--- src/rtl/seg7_scan_driver.sv ---
// Time-multiplexed common-anode 7-segment scanner fed from a BCD digit snapshot.
// Optional leading-zero blanking is enabled by defining SEG7_LZ_BLANK_EN.
module seg7_scan_driver #(
    parameter int NUM_DIGITS  = 5,
    parameter int REFRESH_DIV = 50000
) (
    input  logic                       clk_i,
    input  logic                       rst_ni,
    input  logic [NUM_DIGITS-1:0][7:0] dec_i,
    input  logic                       load_i,
    input  logic                       en_i,
    output logic [6:0]                 seg_o,
    output logic [NUM_DIGITS-1:0]      an_o
);

    localparam int IDX_W = (NUM_DIGITS > 1) ? $clog2(NUM_DIGITS) : 1;
    localparam int CNT_W = $clog2(REFRESH_DIV);
    localparam logic [IDX_W-1:0] LAST_IDX = IDX_W'(NUM_DIGITS - 1);
    localparam logic [CNT_W-1:0] LAST_CNT = CNT_W'(REFRESH_DIV - 1);
    localparam logic [6:0] SEG_DARK = 7'h7F;
    localparam logic [6:0] SEG_DASH = 7'h3F;

    logic [NUM_DIGITS-1:0][3:0] snap_reg, snap_next;
    logic [CNT_W-1:0]           cnt_reg, cnt_next;
    logic [IDX_W-1:0]           idx_reg, idx_next;
    logic                       tick;
    logic [NUM_DIGITS-1:0]      blank_mask;
    logic [NUM_DIGITS-1:0]      an_sel;
    logic [NUM_DIGITS-1:0]      an_next;
    logic [6:0]                 seg_next;
    logic [6:0]                 seg_decoded;
    logic [3:0]                 cur_digit;
    logic                       cur_blank;

    // Only the low nibble of each byte is kept; the upper nibble never reaches the decoder.
    generate
        for (genvar gi = 0; gi < NUM_DIGITS; gi++) begin : g_snap
            assign snap_next[gi] = load_i ? dec_i[gi][3:0] : snap_reg[gi];
            assign an_sel[gi]    = (idx_reg == IDX_W'(gi));
        end
    endgenerate

`ifdef SEG7_LZ_BLANK_EN
    // zero_above[i] is set when digit i and every digit above it are zero.
    logic [NUM_DIGITS:1] zero_above;
    assign zero_above[NUM_DIGITS] = 1'b1;
    generate
        for (genvar gi = 0; gi < NUM_DIGITS; gi++) begin : g_blank
            if (gi == 0) begin : g_units
                assign blank_mask[gi] = 1'b0;
            end else begin : g_upper
                assign zero_above[gi] = zero_above[gi+1] && (snap_reg[gi] == 4'd0);
                assign blank_mask[gi] = zero_above[gi];
            end
        end
    endgenerate
`else
    assign blank_mask = '0;
`endif

    // Prescaler and digit index only move while the display is enabled.
    assign tick = en_i && (cnt_reg == LAST_CNT);

    always_comb begin
        cnt_next = cnt_reg;
        idx_next = idx_reg;
        if (en_i) begin
            cnt_next = tick ? '0 : cnt_reg + 1'b1;
        end
        if (tick) begin
            idx_next = (idx_reg == LAST_IDX) ? '0 : idx_reg + 1'b1;
        end
    end

    always_comb begin
        cur_digit = 4'd0;
        cur_blank = 1'b0;
        for (int i = 0; i < NUM_DIGITS; i++) begin
            if (idx_reg == IDX_W'(i)) begin
                cur_digit = snap_reg[i];
                cur_blank = blank_mask[i];
            end
        end
    end

    always_comb begin
        case (cur_digit)
            4'd0:    seg_decoded = 7'h40;
            4'd1:    seg_decoded = 7'h79;
            4'd2:    seg_decoded = 7'h24;
            4'd3:    seg_decoded = 7'h30;
            4'd4:    seg_decoded = 7'h19;
            4'd5:    seg_decoded = 7'h12;
            4'd6:    seg_decoded = 7'h02;
            4'd7:    seg_decoded = 7'h78;
            4'd8:    seg_decoded = 7'h00;
            4'd9:    seg_decoded = 7'h10;
            default: seg_decoded = SEG_DASH;
        endcase
    end

    // A blanked digit keeps its anode active so the scan cadence is unchanged.
    always_comb begin
        an_next  = '1;
        seg_next = SEG_DARK;
        if (en_i) begin
            an_next  = ~an_sel;
            seg_next = cur_blank ? SEG_DARK : seg_decoded;
        end
    end

    always_ff @(posedge clk_i or negedge rst_ni) begin
        if (!rst_ni) begin
            snap_reg <= '0;
            cnt_reg  <= '0;
            idx_reg  <= '0;
            an_o     <= '1;
            seg_o    <= SEG_DARK;
        end else begin
            snap_reg <= snap_next;
            cnt_reg  <= cnt_next;
            idx_reg  <= idx_next;
            an_o     <= an_next;
            seg_o    <= seg_next;
        end
    end

endmodule

--- config.mk ---
export PLATFORM = sky130hd
export DESIGN_NAME = seg7_scan_driver
export DESIGN_NICKNAME = d
export VERILOG_FILES = /design/src/rtl/seg7_scan_driver.sv
export SDC_FILE = /design/constraint.sdc
export NUM_CORES = 1
export LEC_CHECK = 0
export CORE_MARGIN = 1.5
export CORE_UTILIZATION = 35
export CTS_BUF_LIST = sky130_fd_sc_hd__clkbuf_2 sky130_fd_sc_hd__clkbuf_4 sky130_fd_sc_hd__clkbuf_8
export DETAILED_ROUTE_END_ITERATION = 8
export DONT_BUFFER_PORTS = 1
export SKIP_LAST_GASP = 1
export SLEW_MARGIN = 20
export SYNTH_ARGS = -nofsm -noshare
export SYNTH_HDL_FRONTEND = slang
export SYNTH_SLANG_ARGS = --single-unit
--- constraint.sdc ---
create_clock -name clk_i -period 7 [get_ports clk_i]
set_input_delay 1.05 -clock clk_i [delete_from_list [all_inputs] [get_ports clk_i]]
set_output_delay 1.05 -clock clk_i [all_outputs]
set_load 0.01 [all_outputs]
### Word-level counts from Yosys, hierarchy flattened

Memory sizes are Yosys's and may differ from the RTL's.
Cells that the tools add are included.

| cells by class | value |
|---|---|
| multiplexer cells | 9 |
| bitwise logic cells | 1 |
| equality and inequality tests | 5 |
| add/sub/neg operators | 2 |
| reductions and logical operators | 2 |

Operator list:

| cell | count |
|---|---|
| $mux 4 | 5 |
| $add 16x1->16 const B | 1 |
| $eq 16x16->1 const B | 1 |
| $mux 16 | 1 |
| $mux 7 | 1 |
| $eq 3x2->1 const B | 2 |
| $mux 5 | 1 |
| $not 5->5 | 1 |
| $add 3x1->3 const B | 1 |
| $eq 3x1->1 const B | 1 |
| $eq 3x3->1 const B | 1 |
| $logic_not 3->1 | 1 |
| $mux 3 | 1 |
| $logic_and 1x1->1 | 1 |

| storage, ports and cells | value |
|---|---|
| input bits | 44 |
| flip-flop bits (word level) | 51 |
| output and inout bits | 12 |
| memories | 1 |
| bits in read-only memories | 112 |

Memory list:

| name | words | width | read ports | clocked after Yosys merged registers in | wr ports | line | RTL |
|---|---|---|---|---|---|---|---|
| (no name shown) | 16 | 7 | 1 | 0 | 0 | 87 | `case (cur_digit)` |

### Longest topological paths before layout

Gate-level depths: netlist (run 1).
An unclocked memory read counts as a cell.

| depth | value |
|---|---|
| word-level depth | 8 |
| mapped depth | 10 |
| gate-level depth less buffers | 9 |

### Least setup slack after synthesis (run 1)

No wires, ideal clock.

| path | value |
|---|---|
| path type | input-to-reg |
| start | in en_i |
| end | reg cnt_reg[14] |
| library setup time | 0.077 ns |
| arrival time | 2.269 ns |
| stages | 6 |
| setup slack | 4.654 ns |
| cell sequence | clkbuf_1 > nand3_1 > nor3_1 > nand3_1 > or3_1 > a21oi_1 |

| between the ends | value |
|---|---|
| longest elaborated chain between the ends | 2 |

Ends and longest elaborated chain:

| element | line | RTL |
|---|---|---|
| from (decl) | 11 | `input logic en_i,` |
| $logic_and 1x1->1 | 62 | `assign tick = en_i && (cnt_reg == LAST_CNT);` |
| $mux 16 | 68 | `cnt_next = tick ? '0 : cnt_reg + 1'b1;` |
| to (signal assigned) | 121 | `cnt_reg <= cnt_next;` |
| to (decl) | 24 | `logic [CNT_W-1:0] cnt_reg, cnt_next;` |

Several ways; a longest one is shown, not always the timed one.
A chain may end at the register's enable or synchronous reset.

### Worst setup path after layout (run 1)

| path | value |
|---|---|
| start | reg idx_reg[0] |
| end | reg seg_o[3] |

| between the ends | value |
|---|---|
| longest elaborated chain between the ends | 8 |
| elaborated cells on any way between the ends | 12 |
| those cells by class | 4 x eq/ne; 6 x mux; 1 x reduce/logical; 1 x memory |

Ends and longest elaborated chain:

| element | line | RTL |
|---|---|---|
| from (decl) | 25 | `logic [IDX_W-1:0] idx_reg, idx_next;` |
| from (signal assigned) | 122 | `idx_reg <= idx_next;` |
| $logic_not 3->1 | 79 | `if (idx_reg == IDX_W'(i)) begin` |
| $mux 4 (4 in a row) | 79 |  |
| $mux 4 (*) | 79 |  |
| $mem_v2 16x7 (*) | n/a |  |
| $mux 7 (*) | 106 | `if (en_i) begin` |
| net seg_next[3] | 30 | `logic [6:0] seg_next;` |
| to (signal assigned) | 124 | `seg_o <= seg_next;` |
| to (decl) | 12 | `output logic [6:0] seg_o,` |

Mark *: on every way through the listed nets, which the timed path passes. The rest lies on a longest branch.

==> impl_metrics.tcl, run 1 <==
set metrics [dict create \
    htreeDepth 2 \
    drive_above_1_share 0.184 \
    fin_skew_ns 0.00917 \
    grt_pass1_vias 1525 \
    grt_first_pass_wirelength_um 7450 \
    cp-startpoint "idx_reg[0]$_DFFE_PN0P_" \
    busiest_layer "met2" \
    final_hold_viol_count 0 \
    cp.required_ns 7.23 \
    critPathCaptureType "flip-flop" \
    synth_area_um2 2350 \
    hpwl_um 2890 \
    path_depth 9 \
    fin_cells 294 \
    cap_violations 0 \
    clk_pin_slew_ns 0.09 \
    setup_viol_count_final 0 \
    largest_reg_flops 20 \
    min_period_ns 2.98 \
    r2r_cells 9 \
    start_kind "flip-flop" \
    vdd_ir_drop_max_mv 0.0985 \
    leakagePower_nw 1.09 \
    die_w_um 85.0 \
    violations "design-rule violations" \
    cts_buffer_depth 2 \
    num_rows 29 \
    reg2reg_slack_ns 4.02 \
    synth_cells 217 \
    totalWireLength_um 4160 \
    fp.dieH_um 85.0 \
    ys_seq_area_frac 0.549 \
    grt_overflow 0 \
    rr_startpoint "idx_reg[0]$_DFFE_PN0P_" \
    power.density_nw_per_um2 242 \
    grt_usage 0.129 \
    timing.rr.end "seg_o[3]$_DFF_PN1_" \
    mostFrequentLayoutCells "39 x dfrtp_1, 25 x nand2_1, 21 x nor2_1" \
    crit_path_max_incr_delay_ns 0.51 \
    fin_util 0.394 \
    cts_tree "built" \
    port_buffers 0 \
    gp_congestion 0.782 \
    grtUsageMet2 0.185 \
    setup_tns_ns 0 \
    drc_errors 2 \
    mostFrequentLayoutCell "dfrtp_1" \
    path_max_fanout 13 \
    cts_sinks 51 \
    routedWlPerCell_um 14.2 \
    postCtsSetupRepairBufs 0 \
    place_inst 286 \
    nNetsFinal 267 \
    rsz0062_at_grt "false" \
    status "finished with violations" \
    fmax_ghz 0.336 \
    relSlewSlack 0.577 \
    dieArea_um2 7220 \
    area_delta_synth_final_pct 7.45 \
    grtUsageMet3 0.0467 \
    drt_first_pass_iters 6 \
    worst_slew_pin_slew_ns 0.630 \
    hold_slack_ns 0.436 \
    vias_per_cell 5.26 \
    path_class "reg2reg" \
    io_pins 56 \
    crit_end "seg_o[3]$_DFF_PN1_" \
    core_um2 6420 \
    antenna_found_initial 0 \
    ant_nets 0 \
    ctsResizeCount 0 \
    cts_buffers 5 \
    ys_types 34 \
    clock-root-buffer "clkbuf_8" \
    synth-seq-cells 51 \
    worstPathCellList "inv_1 -> ha_1 -> and2_1 -> nor2_1 -> a211oi_1 -> inv_1 -> ha_1 -> a21oi_1 -> a311o_1" \
    antennaDiodeCount 0 \
    hold_buffers 0 \
    drv_slew 0 \
    arrival_ns 3.20 \
    yosys_warnings 0 \
    crit_slowest_cell "a211oi_1" \
    power_w 0.000612 \
    grt.met1_usage 0.181 \
    crit_family "compound AO/OA/AOI/OAI gates" \
    grt_max_degree 52 \
    hp-class "in2async" \
    synth_nets 268 \
    drt_iter0_drc 91 \
    avgSynthCellArea_um2 10.8 \
    min_period_over_period 0.426 \
    vias 1546 \
    initial_utilization 0.366 \
    clkLatencyLatePin_ns 0.30 \
    worst-path-buf-inv 2 \
]
[kinds of logic (layout without fill, tap and decap cells)]
family,count (synthesis),count (layout),synth area share
AO/OA/AOI/OAI,37,37,0.0984
XOR/XNOR,13,13,0.0484
adder cells (fa/ha/maj),7,7,0.0372
buffers and inverters,20,20,0.0340
flip-flops,51,51,0.549
multiplexers,18,18,0.0856
AND/OR/NAND/NOR,71,71,0.147
[synthesized netlist by cell type]
cell type  count  area share
mux2_2        17       0.081
a21oi_1        9       0.019
nor3_1         3      0.0064
and3_1         1      0.0027
a211oi_1       5       0.016
nor2_1        21       0.034
nor3_4         1      0.0069
o211ai_1       1      0.0032
xnor2_1        6       0.022
a221oi_1       4       0.015
a2bb2oi_1      1      0.0037
buf_4          1      0.0032
inv_1         12       0.019
a311o_1        1      0.0043
ha_1           7       0.037
and2_1         1      0.0027
dfrtp_1       39        0.41
xor2_1         7       0.026
or2_2          1      0.0027
nand2_1       25       0.040
o21ai_0       14       0.030
nand4_1        5       0.013
clkbuf_1       6      0.0096
nor4_1         1      0.0027
nor2b_1        1      0.0027
or4_4          1      0.0048
or4b_1         1      0.0043
dfstp_2       12        0.13
nand3_1        3      0.0064
nand3b_1       5       0.016
mux2i_1        1      0.0043
or3_1          1      0.0027
a211o_1        2      0.0074
buf_2          1      0.0021
[area by class of cell]
cell class                 instances  area, µm²
clock inverter                     1       30.0
inverter                          12       45.0
multi-input combinational        146        981
clock buffer                       7       83.8
fill                             608       3890
tap                               77       96.3
sequential                        51       1290
[worst reg2reg max path, stage by stage, from the launching register on]
cell and delay [ns]:
dfrtp_1 0.42, inv_1 0.11, ha_1 0.33, and2_1 0.46, nor2_1 0.10, a211oi_1 0.51, inv_1 0.21, ha_1 0.35
a21oi_1 0.07, a311o_1 0.36
[worst min-delay path by stage]
stage	cells after the start	endpoint	slack [ns]
CTS	0	snap_reg[7]$_DFFE_PN0P_	0.42
floorplan	1	cnt_reg[13]$_DFFE_PN0P_	0.47
finish	0	snap_reg[6]$_DFFE_PN0P_	0.44
global route	0	snap_reg[6]$_DFFE_PN0P_	0.42
detailed placement	1	cnt_reg[13]$_DFFE_PN0P_	0.49
global placement	1	cnt_reg[13]$_DFFE_PN0P_	0.49
[routing by layer]
metal,up-vias,routed length [µm]
met5,-,0
met4,0,42
met3,4,236
met2,31,1810
met1,765,2080
li1,746,-
[report_power, final]
| part | switching [W] | internal [W] | total, W |
|---|---|---|---|
| registers | 0.0000299 | 0.000328 | 0.000358 |
| logic | 0.0000199 | 0.0000289 | 0.0000489 |
| clock network | 0.0000909 | 0.000115 | 0.000206 |
[stage by stage]
step	setup WS (ns)	instance area (µm²)
final	4.02	2530
after global routing	3.80	2530
after CTS	4.03	2530
after detailed placement	4.02	2410
after global placement	4.08	2410
after floorplan	4.65	2350
Note: power is estimated with default switching activity, not from simulation.
==> run 2, diff against run 1 <==
==> constraint.sdc (replaced) <==
create_clock -name clk_i -period 2.9 [get_ports clk_i]
set_input_delay 0.435 -clock clk_i [delete_from_list [all_inputs] [get_ports clk_i]]
set_output_delay 0.435 -clock clk_i [all_outputs]
set_load 0.01 [all_outputs]
==> run 2 against run 1 <==
Net effect: the run still ends with design-rule violations left; first-iteration DRC count decreased by 18%; critical path depth increased by 1; power increased by 130%; combinational power increased to 2.8 times the previous value; worst hold slack got worse by 0.26 ns; die area unchanged; count of clock-buffer cells in the layout unchanged; global-route usage increased by 0.40 points; critical path type unchanged.
==> impl_metrics.tcl, run 2 (synthesized netlist as in run 1, its figures left out) <==
set metrics [dict create \
    rsz0062_at_grt "false" \
    totalWireLength_um 4310 \
    vdd_ir_drop_max_mv 0.205 \
    status "finished with violations" \
    worstPathCellList "ha_1 -> ha_1 -> or2_2 -> a221oi_1 -> a211oi_1 -> buf_4 -> inv_1 -> ha_1 -> a21oi_1 -> a311o_1" \
    start_kind "flip-flop" \
    initial_utilization 0.366 \
    routedWlPerCell_um 14.4 \
    violations "design-rule violations" \
    path_depth 10 \
    core_um2 6420 \
    fin_skew_ns 0.00560 \
    grt_pass1_vias 1589 \
    power.density_nw_per_um2 554 \
    final_cell_area_um2 2580 \
    grt_max_degree 52 \
    relSlewSlack 0.589 \
    clock-root-buffer "clkbuf_8" \
    io_pins 56 \
    mostFrequentLayoutCells "39 x dfrtp_1, 25 x nand2_1, 21 x nor2_1" \
    drt_first_pass_iters 6 \
    crit_path_max_incr_delay_ns 0.43 \
    r2r_cells 10 \
    cts_sinks 51 \
    cpMostUsedCell "ha_1" \
    arrival_ns 2.77 \
    fillCellCount 620 \
    largest_reg_flops 20 \
    dieArea_um2 7220 \
    cp.required_ns 3.12 \
    cts_tree "built" \
    rr_startpoint "idx_reg[0]$_DFFE_PN0P_" \
    whs_path_depth 1 \
    min_period_ns 2.55 \
    critPathCaptureType "flip-flop" \
    worst_slew_pin_slew_ns 0.612 \
    cap_violations 0 \
    area.sequential_um2 1290 \
    multi_input_area_um2 981 \
    cp-startpoint "idx_reg[0]$_DFFE_PN0P_" \
    gp_congestion 0.789 \
    vias 1531 \
    path_max_fanout 6 \
    mostFrequentLayoutCell "dfrtp_1" \
    drt_iter0_drc 75 \
    leakagePower_nw 1.12 \
    min_period_over_period 0.879 \
    cts_buffers 5 \
    drive_above_1_share 0.202 \
    setup_tns_ns 0 \
    cts_buffer_depth 2 \
    final_hold_viol_count 0 \
    fp.dieH_um 85.0 \
    min_from "en_i" \
    placed_area_um2 2440 \
    worst-path-buf-inv 2 \
    hpwl_um 3050 \
    htreeDepth 2 \
    clk_pin_slew_ns 0.09 \
    crit_family "compound AO/OA/AOI/OAI gates" \
    antenna_found_initial 0 \
    drc_errors 4 \
    num_rows 29 \
    path_class "reg2reg" \
    grt_usage 0.133 \
    vias_per_cell 5.10 \
    setup_viol_count_final 0 \
    antennaDiodeCount 0 \
    ant_nets 0 \
    grt_overflow 0 \
    power_w 0.00143 \
    crit_slowest_cell "dfrtp_1" \
    drv_slew 0 \
    area_delta_synth_final_pct 9.89 \
    clkLatencyLatePin_ns 0.29 \
    fmax_ghz 0.392 \
    grt_first_pass_wirelength_um 7590 \
    die_w_um 85.0 \
    nNetsFinal 273 \
    hp-class "in2reg" \
    port_buffers 0 \
]
[run 2: timing repair]
item | in CTS | in global routing
hold endpoints to repair | 51 | 0
gates resized for setup | 0 | 0
buffers inserted | 0 | 0
hold buffers | 2 | 0
[run 2: stage by stage]
step / utilization / setup slack [ns] / cells / hold WS [ns]
3_5_place_dp: 0.380 / 0.368 / 290 / 0.140
6_report: 0.402 / 0.350 / 300 / 0.177
2_1_floorplan: - / 0.582 / 217 / 0.139
5_1_grt: 0.402 / 0.143 / 300 / 0.161
4_1_cts: 0.402 / 0.353 / 300 / 0.168
3_3_place_gp: 0.380 / 0.417 / 290 / 0.140
[run 2: worst paths after layout]
kind | end | slack (ns)
worst max-delay path | seg_o[3]$_DFF_PN1_ | 0.35
worst min-delay path | an_o[3]$_DFF_PN1_ | 0.18
worst max register to register | seg_o[3]$_DFF_PN1_ | 0.35
worst min register to register | cnt_reg[13]$_DFFE_PN0P_ | 0.51
max in group asynchronous | seg_o[1]$_DFF_PN1_ | 1.95
min in group asynchronous | snap_reg[12]$_DFFE_PN0P_ | 0.67
[run 2: worst reg2reg max path, cell delays in order (launching register included)]
cell	delay, ns
dfrtp_1	0.43
ha_1	0.22
ha_1	0.27
or2_2	0.36
a221oi_1	0.27
a211oi_1	0.09
buf_4	0.16
inv_1	0.11
ha_1	0.16
a21oi_1	0.07
a311o_1	0.35
[run 2: cell type report]
| cell class | instances | area share |
|---|---|---|
| clock buffers | 7 | 0.0373 |
| clock inverters | 1 | 0.00290 |
| inverters | 12 | 0.0174 |
| multi-input cells | 146 | 0.379 |
| flip-flops and latches | 51 | 0.500 |
| well taps | 77 | 0.0373 |
| repair buffers | 6 | 0.0261 |
[run 2: per-layer routing]
layer  part of all wire  track usage  wire [µm]  vias to the layer above
met5                  0            0          0                        -
met4             0.0093       0.0477         40                        0
li1                   -            -          -                      753
met2               0.45        0.193       1920                       31
met3              0.052       0.0535        226                        2
met1               0.49        0.178       2120                      745
[run 2: power by group]
part           internal, W  switching [W]  leakage, nW
Combinational    0.0000745      0.0000611        0.473
Sequential        0.000791      0.0000689        0.596
Clock             0.000217       0.000220       0.0505
==> run 3, diff against run 2 <==
--- a/config.mk
+++ b/config.mk
@@ -6,10 +6,11 @@
 export NUM_CORES = 1
 export LEC_CHECK = 0
 export CORE_MARGIN = 1.5
-export CORE_UTILIZATION = 35
+export CORE_UTILIZATION = 55
 export CTS_BUF_LIST = sky130_fd_sc_hd__clkbuf_2 sky130_fd_sc_hd__clkbuf_4 sky130_fd_sc_hd__clkbuf_8
 export DETAILED_ROUTE_END_ITERATION = 8
 export DONT_BUFFER_PORTS = 1
+export PLACE_DENSITY = 0.7
 export SKIP_LAST_GASP = 1
 export SLEW_MARGIN = 20
 export SYNTH_ARGS = -nofsm -noshare
==> run 3 against run 2 <==
Net effect: the run now ends clean; critical endpoint unchanged; setup slack better by 0.033 ns; largest power group unchanged; sequential share of layout area is 0.24 points higher; global-route usage is 9.8 points higher.
==> impl_metrics.tcl, run 3 (synthesized netlist as in run 1, its figures left out) <==
set metrics [dict create \
    status "complete, no violations" \
    min_period_over_period 0.868 \
    path_max_fanout 6 \
    critPathCaptureType "flip-flop" \
    final_cell_area_um2 2570 \
    cts_tree "built" \
    relSlewSlack 0.599 \
    grtUsageMet2 0.393 \
    final_hold_viol_count 0 \
    fin_skew_ns 0.00644 \
    ant_nets 0 \
    mostFrequentLayoutCell "dfrtp_1" \
    postCtsSetupRepairBufs 0 \
    drt_iter0_drc 165 \
    arrival_ns 2.75 \
    antennaDiodeCount 0 \
    routedWlPerCell_um 16.6 \
    htreeDepth 2 \
    io_pins 56 \
    power.density_nw_per_um2 588 \
    cp.required_ns 3.13 \
    nNetsFinal 274 \
    drt_first_pass_iters 4 \
    hold_buffers 2 \
    worstPathCellList "ha_1 -> ha_1 -> or2_2 -> a221oi_1 -> a211oi_1 -> buf_4 -> inv_1 -> ha_1 -> a21oi_1 -> a311o_1" \
    leakagePower_nw 1.14 \
    hp-class "in2reg" \
    cts_buffers 5 \
    port_buffers 0 \
    num_rows 23 \
    cts_sinks 51 \
    largest_reg_flops 20 \
    cap_violations 0 \
    busiest_layer "met2" \
    grt_usage 0.231 \
    fmax_ghz 0.397 \
    crit_family "compound AO/OA/AOI/OAI gates" \
    cpMostUsedCell "ha_1" \
    drive_above_1_share 0.205 \
    grt_overflow 0 \
    grt.met1_usage 0.280 \
    grt_first_pass_wirelength_um 7780 \
    fp.dieH_um 68.4 \
    grt_pass1_vias 1685 \
    area_delta_synth_final_pct 9.36 \
    grt_max_degree 52 \
    worst_slew_pin_slew_ns 0.598 \
    grtUsageMet3 0.0625 \
    clk_pin_slew_ns 0.09 \
    mostFrequentLayoutCells "39 x dfrtp_1, 25 x nand2_1, 21 x nor2_1" \
    drc_errors 0 \
    vias 1625 \
    setup_viol_count_final 0 \
    min_period_ns 2.52 \
    fillCellCount 327 \
    start_kind "flip-flop" \
    setup_tns_ns 0 \
    crit_slowest_cell "dfrtp_1" \
    worst-path-buf-inv 2 \
    vias_per_cell 5.93 \
    rsz0062_at_grt "false" \
    gp_congestion 0.791 \
    ctsResizeCount 0 \
    cts_buffer_depth 2 \
    clkLatencyLatePin_ns 0.30 \
    dieArea_um2 4680 \
    antenna_found_initial 0 \
    path_class "reg2reg" \
    vdd_ir_drop_max_mv 0.383 \
    core_um2 4060 \
    totalWireLength_um 4550 \
    hpwl_um 3300 \
    placed_area_um2 2420 \
    die_w_um 68.4 \
    initial_utilization 0.580 \
    fin_util 0.634 \
    clock-root-buffer "clkbuf_8" \
    crit_path_max_incr_delay_ns 0.42 \
    drv_slew 0 \
]
[run 3: cell types whose count changed in the layout (fill, tap and decap cells not counted)]
cell	previous run	this run
bufinv_16	0	1
buf_4	4	5
clkbuf_8	7	6
clkinvlp_4	1	0
clkinv_2	0	1
[run 3: layer usage]
layer  up-vias  share of wire
met5         -              0
met4         0          0.019
met3        10          0.049
met2        45           0.51
met1       810           0.42
li1        760              -
[run 3: final timing paths]
| kind | startpoint | end | slack (ns) | depth (start not counted) |
|---|---|---|---|---|
| max in group asynchronous | rst_ni | seg_o[2]$_DFF_PN1_ | 1.98 | 2 |
| max | idx_reg[0]$_DFFE_PN0P_ | seg_o[3]$_DFF_PN1_ | 0.38 | 10 |
| min reg2reg | snap_reg[2]$_DFFE_PN0P_ | snap_reg[2]$_DFFE_PN0P_ | 0.51 | 1 |
| max reg2reg | idx_reg[0]$_DFFE_PN0P_ | seg_o[3]$_DFF_PN1_ | 0.38 | 10 |
| min in group asynchronous | rst_ni | snap_reg[3]$_DFFE_PN0P_ | 0.66 | 2 |
| min | en_i | an_o[4]$_DFF_PN1_ | 0.18 | 1 |
[run 3: final cells by class]
type,count,area [µm²],area share
tap,50,62.6,0.0243
inverter,12,45.0,0.0175
clock inverter,2,35.0,0.0136
sequential,51,1290,0.502
clock buffer,6,82.6,0.0321
timing repair buffer,7,75.1,0.0292
multi-input combinational,146,981,0.381
[run 3: power by group]
part / switching (W) / internal, W
sequential: 0.0000746 / 0.000791
clock: 0.000224 / 0.000279
combinational: 0.0000680 / 0.0000754
total: 0.000367 / 0.00115
[run 3: metrics by stage]
step                      cells  power, W  hold slack (ns)  setup WS [ns]
after detailed placement    264   0.00101            0.140          0.403
after global placement      264  0.000983            0.140          0.454
after global routing        274   0.00160            0.164          0.220
final                       274   0.00151            0.178          0.383
after CTS                   274   0.00153            0.173          0.385
after floorplan             217  0.000968            0.139          0.582
